### src/rtl/display_pkg.sv
// Shared display types: FSM state encoding, BCD digit type and field sizes.
package display_pkg;
  typedef enum logic [1:0] {S_IDLE, S_LOAD, S_SHIFT, S_COMMIT} state_t;
  typedef logic [3:0] bcd_digit_t;
  localparam int DIGITS = 3;
  localparam int BCD_W  = 4 * DIGITS;
endpackage

### src/rtl/bcd_add3_stage.sv
// Add-3 correction for a packed BCD field: every nibble >= 5 gets +3 so the
// following left shift carries correctly into the next decimal digit.
module bcd_add3_stage
  import display_pkg::*;
(
  input  logic [BCD_W-1:0] i_bcd,
  output logic [BCD_W-1:0] o_bcd
);
  for (genvar g = 0; g < DIGITS; g++) begin : g_nib
    logic [3:0] w_nib;
    assign w_nib = i_bcd[4*g +: 4];
    assign o_bcd[4*g +: 4] = (w_nib >= 4'd5) ? (w_nib + 4'd3) : w_nib;
  end
endmodule

### src/rtl/distance_bcd_sequencer.sv
// Once-per-frame binary-to-BCD converter for the distance display. A v_sync
// rising edge starts a shift-and-add-3 conversion; the three digits and the
// leading-zero blank mask are committed together in a single edge.
module distance_bcd_sequencer
  import display_pkg::*;
#(
  parameter int VALUE_W   = 12,
  parameter int MAX_SHOWN = 999,
  parameter int BLANK_LZ  = 1
) (
  input  logic               i_clk,
  input  logic               i_rst_n,
  input  logic               i_v_sync,
  input  logic [VALUE_W-1:0] i_value,
  output logic [3:0]         o_hundreds,
  output logic [3:0]         o_tens,
  output logic [3:0]         o_ones,
  output logic [2:0]         o_blank,
  output logic               o_busy,
  output logic               o_valid
);
  localparam int CNT_W = $clog2(VALUE_W);
  localparam int SR_W  = BCD_W + VALUE_W;
  localparam logic [2:0] BLANK_RST = (BLANK_LZ != 0) ? 3'b110 : 3'b000;

  state_t             r_state, w_next;
  logic               r_vs_q, r_pending, r_valid;
  logic [SR_W-1:0]    r_sr;
  logic [CNT_W-1:0]   r_cnt;
  bcd_digit_t         r_hund, r_tens, r_ones;
  logic [2:0]         r_blank;

  logic               w_req;
  logic [VALUE_W-1:0] w_sat;
  logic [BCD_W-1:0]   w_bcd_fix;
  logic [SR_W-1:0]    w_sr_fix;
  bcd_digit_t         w_h, w_t, w_o;

  assign w_req    = i_v_sync & ~r_vs_q;
  assign w_sat    = (i_value > VALUE_W'(MAX_SHOWN)) ? VALUE_W'(MAX_SHOWN) : i_value;
  assign w_sr_fix = {w_bcd_fix, r_sr[VALUE_W-1:0]};
  assign w_h      = r_sr[SR_W-1 -: 4];
  assign w_t      = r_sr[SR_W-5 -: 4];
  assign w_o      = r_sr[SR_W-9 -: 4];

  bcd_add3_stage u_add3 (
    .i_bcd (r_sr[SR_W-1 -: BCD_W]),
    .o_bcd (w_bcd_fix)
  );

  // State register and v_sync edge history
  always_ff @(posedge i_clk) begin
    if (!i_rst_n) begin
      r_state <= S_IDLE;
      r_vs_q  <= 1'b0;
    end else begin
      r_state <= w_next;
      r_vs_q  <= i_v_sync;
    end
  end

  // Next-state decode; a request arriving during COMMIT is taken directly
  always_comb begin
    w_next = r_state;
    o_busy = (r_state != S_IDLE);
    case (r_state)
      S_IDLE:   if (w_req) w_next = S_LOAD;
      S_LOAD:   w_next = S_SHIFT;
      S_SHIFT:  if (r_cnt == CNT_W'(VALUE_W - 1)) w_next = S_COMMIT;
      S_COMMIT: w_next = (r_pending || w_req) ? S_LOAD : S_IDLE;
      default:  w_next = S_IDLE;
    endcase
  end

  // One-deep request latch: further requests while busy are absorbed
  always_ff @(posedge i_clk) begin
    if (!i_rst_n)                           r_pending <= 1'b0;
    else if (r_state == S_COMMIT)           r_pending <= 1'b0;
    else if (w_req && r_state != S_IDLE)    r_pending <= 1'b1;
  end

  // Conversion datapath: load saturated value, then add-3 and shift each cycle
  always_ff @(posedge i_clk) begin
    if (!i_rst_n) begin
      r_sr  <= '0;
      r_cnt <= '0;
    end else if (r_state == S_LOAD) begin
      r_sr  <= {{BCD_W{1'b0}}, w_sat};
      r_cnt <= '0;
    end else if (r_state == S_SHIFT) begin
      r_sr  <= w_sr_fix << 1;
      r_cnt <= r_cnt + CNT_W'(1);
    end
  end

  // Atomic commit of digits and blank mask, plus the visibility pulse
  always_ff @(posedge i_clk) begin
    if (!i_rst_n) begin
      r_hund  <= '0;
      r_tens  <= '0;
      r_ones  <= '0;
      r_blank <= BLANK_RST;
      r_valid <= 1'b0;
    end else begin
      r_valid <= (r_state == S_COMMIT);
      if (r_state == S_COMMIT) begin
        r_hund  <= w_h;
        r_tens  <= w_t;
        r_ones  <= w_o;
        r_blank <= (BLANK_LZ != 0) ?
                   {(w_h == 4'd0), (w_h == 4'd0 && w_t == 4'd0), 1'b0} : 3'b000;
      end
    end
  end

  assign o_hundreds = r_hund;
  assign o_tens     = r_tens;
  assign o_ones     = r_ones;
  assign o_blank    = r_blank;
  assign o_valid    = r_valid;
endmodule

### config.mk
export PLATFORM = sky130hd
export DESIGN_NAME = distance_bcd_sequencer
export DESIGN_NICKNAME = d
export VERILOG_FILES = /design/src/rtl/display_pkg.sv /design/src/rtl/bcd_add3_stage.sv /design/src/rtl/distance_bcd_sequencer.sv
export SDC_FILE = /design/constraint.sdc
export NUM_CORES = 1
export LEC_CHECK = 0
export CORE_ASPECT_RATIO = 1.4
export CORE_MARGIN = 2
export CORE_UTILIZATION = 32
export DETAILED_ROUTE_END_ITERATION = 7
export SYNTH_ARGS = -nofsm -noshare
export SYNTH_HDL_FRONTEND = slang
export SYNTH_SLANG_ARGS = --single-unit
export TNS_END_PERCENT = 20
### constraint.sdc
create_clock -name i_clk -period 1.75 [get_ports i_clk]
set_input_delay 0.35 -clock i_clk [delete_from_list [all_inputs] [get_ports i_clk]]
set_output_delay 0.35 -clock i_clk [all_outputs]
set_load 0.05 [all_outputs]
==> results of run 1 <==
## power by group through the flow
stage / Sequential (mW) / Combinational [mW] / Clock (mW)
2_1_floorplan: 1.32 / 0.938 / 0
3_3_place_gp: 1.32 / 1.38 / 0
3_5_place_dp: 1.32 / 1.41 / 0
4_1_cts: 1.30 / 1.42 / 0.632
5_1_grt: 1.32 / 1.58 / 0.670
6_report: 1.30 / 1.41 / 0.604
## tightest hold or removal path, cell delays in order, from the launching register on
cell and delay [ps]:
dfxtp_1 320, nand2b_1 60, a21boi_0 70
## cell type report
class                   count  area [sq um]
repair buffers             45           398
inverters                  14          52.6
well taps                  95           119
flip-flops and latches     47           941
fillers                   725          4110
multi-input cells         181          1200
clock buffers               6          72.6
## final timing paths
| kind | slack, ps | from | depth (start not counted) | to |
|---|---|---|---|---|
| worst max-delay path | 100 | r_sr[16] | 6 | r_sr[17] |
| worst min-delay path | 490 | r_sr[7] | 2 | r_sr[7] |
| worst max register to register | 100 | r_sr[16] | 6 | r_sr[17] |
| worst min register to register | 490 | r_sr[7] | 2 | r_sr[7] |
## state kept, by name (all words and copies together) (netlist names)
signal      count
r_vs_q          1
o_tens          4
r_pending       1
r_sr           24
o_valid         1
r_cnt           4
o_ones          4
o_blank         2
o_hundreds      4
r_state         2
## cells by family after synthesis
kind of cell    count (synthesis)  synth area share, %
simple gates                   95                 23.2
compound gates                 54                 14.7
flops                          47                 41.7
buf+inv                        29                 5.37
mux                            16                 7.15
fa+ha+maj                      12                 6.65
xor+xnor                        3                 1.16
other cells                     1                0.166
## routing by layer
metal / vias up / GRT usage, % / wire length (um)
li1: 971 / - / -
met1: 865 / 14.6 / 1950
met2: 42 / 21.9 / 2220
met3: 4 / 3.39 / 199
met4: 0 / 4.12 / 54
met5: - / 0 / 0
## Yosys cell counts, types with 8 or more instances
master	instances	share of area [%]
nand4_1	8	2.2
ha_1	12	6.6
o21ai_0	20	4.4
mux2i_1	15	6.6
nor2b_1	13	3.6
a21oi_1	12	2.7
inv_1	14	2.3
dfxtp_1	47	42
nor2_1	22	3.7
nand2_1	16	2.7
## repair_timing
item	CTS	global route
endpoints found under the setup margin	0	3
gates resized for setup	0	2
hold buffers	0	0
endpoints found under the hold margin	0	0
## per-stage QoR
stage	cell area [sq um]	hold slack [ps]	total power [mW]	worst slack, ps	instances
after CTS	2780	495	3.35	74.6	388
after floorplan	2260	453	2.26	242	257
after detailed placement	2710	477	2.73	39.7	382
after global placement	2710	469	2.70	41.6	382
after global routing	2790	516	3.57	5.22	388
final	2790	490	3.32	101	388
==> flow_summary.ini, run 1 <==
[synthesis]
synth-seq-area-share_pct = 41.7
syn_nets = 284
ys_warn_count = 0
synth_top_flop_cell = dfxtp_1
syn_avg_cell_area_sq_um = 8.79
syn_area_sq_mm = 0.00226
synth_edf_count = 0
ys_ff_latch = 47
synthDistinctLibCells = 38
synthesis.instances = 257
synth-async-reset-ratio_pct = 0

[power]
switchingPower_mw = 1.20
pwr-share-seq_pct = 39.1
switching_share_pct = 36.3
clockPowerShare_pct = 18.2
ir_drop_v = 0.000572
p_int_mw = 2.11
leakagePower_nw = 1.00
power.density_mw_per_mm2 = 1190
combPwrFrac_pct = 42.6

[hold_path]
hp-class = flop to flop

[layout]
layout_commonest_cell = dfxtp_1
area_delta_synth_final_pct = 23.4
layout.nets = 321
mostFrequentLayoutCells = 47 x dfxtp_1, 29 x buf_4, 22 x nor2_1, 20 x o21ai_0, 16 x nand2_1
antennaDiodeCount = 0
drive_above_1_share_pct = 14.0
fin_util_pct = 40.4

[placement]
dp_hpwl_um = 3230
place_congestion = 0.778
portBuffers = 30

[sta]
timing.final.crit_share_pct = 94.2
rsz0062_at_grt = false
hold_viol = 0
drv_slew = 0
fmax_mhz = 607
min_period_ps = 1650
skew_ps = 2.09
setup_violations = 0
fin_tns_setup_ps = 0

[floorplanning]
fp.dieH_um = 103
fp-row-count = 36
ios = 32
start_util_pct = 32.8
core_area_sq_mm = 0.00689
die_area_sq_mm = 0.00776
dieWidth_um = 75

[global_route]
antenna_found_initial = 0
grt_max_degree = 33
grt_pass1_vias = 1729
grt.total_usage_pct = 12.6
grt_overflow_total = 0
grt_pass1_wl_um = 7650

[critical_path]
crit_path_cell_trace = inv_1, ha_1, nand2b_1, a21oi_1, or4b_1, o311ai_0
crit_slowest_cell = or4b_1
worstSetupStartpointType = flop
crit_buf_inv = 1
worstSetupPathType = flop to flop
cp_max_fo = 5
cp.required_ps = 1940
slowest_delay_ps = 510
critPathArrivalTime_ps = 1840
end_kind = flop
cp_top_family = simple AND/OR/NAND/NOR gates

[cts]
cts_tree = done
cts_root_buffer = clkbuf_8
cts_buffers = 5
clock_latency_ps = 290
h-tree-depth = 2
path_clk_slew_ps = 80
clock_path_buffers = 2
cts_sinks = 47
post_cts_buffers = 0

[run]
cap_violations = 0

[drt]
drt-vias-per-instance = 4.85
dr.pass1.iters = 4
routed_wl_um = 4430
antenna_left = 0
drt_iter0_drc = 52
drc = 0
via_count = 1882
wl_per_cell_um = 11.4

[status]
status = finished clean
(Power assumes the default switching activity.)
==> run 2: changes to the inputs <==
--- a/config.mk
+++ b/config.mk
@@ -9,6 +9,8 @@
 export CORE_MARGIN = 2
 export CORE_UTILIZATION = 32
 export DETAILED_ROUTE_END_ITERATION = 7
+export GPL_ROUTABILITY_DRIVEN = 0
+export HOLD_SLACK_MARGIN = 0.08
 export SYNTH_ARGS = -nofsm -noshare
 export SYNTH_HDL_FRONTEND = slang
 export SYNTH_SLANG_ARGS = --single-unit
==> results of run 2 <==
Same layout as run 1: the final DEF is identical, and so are final timing and power.
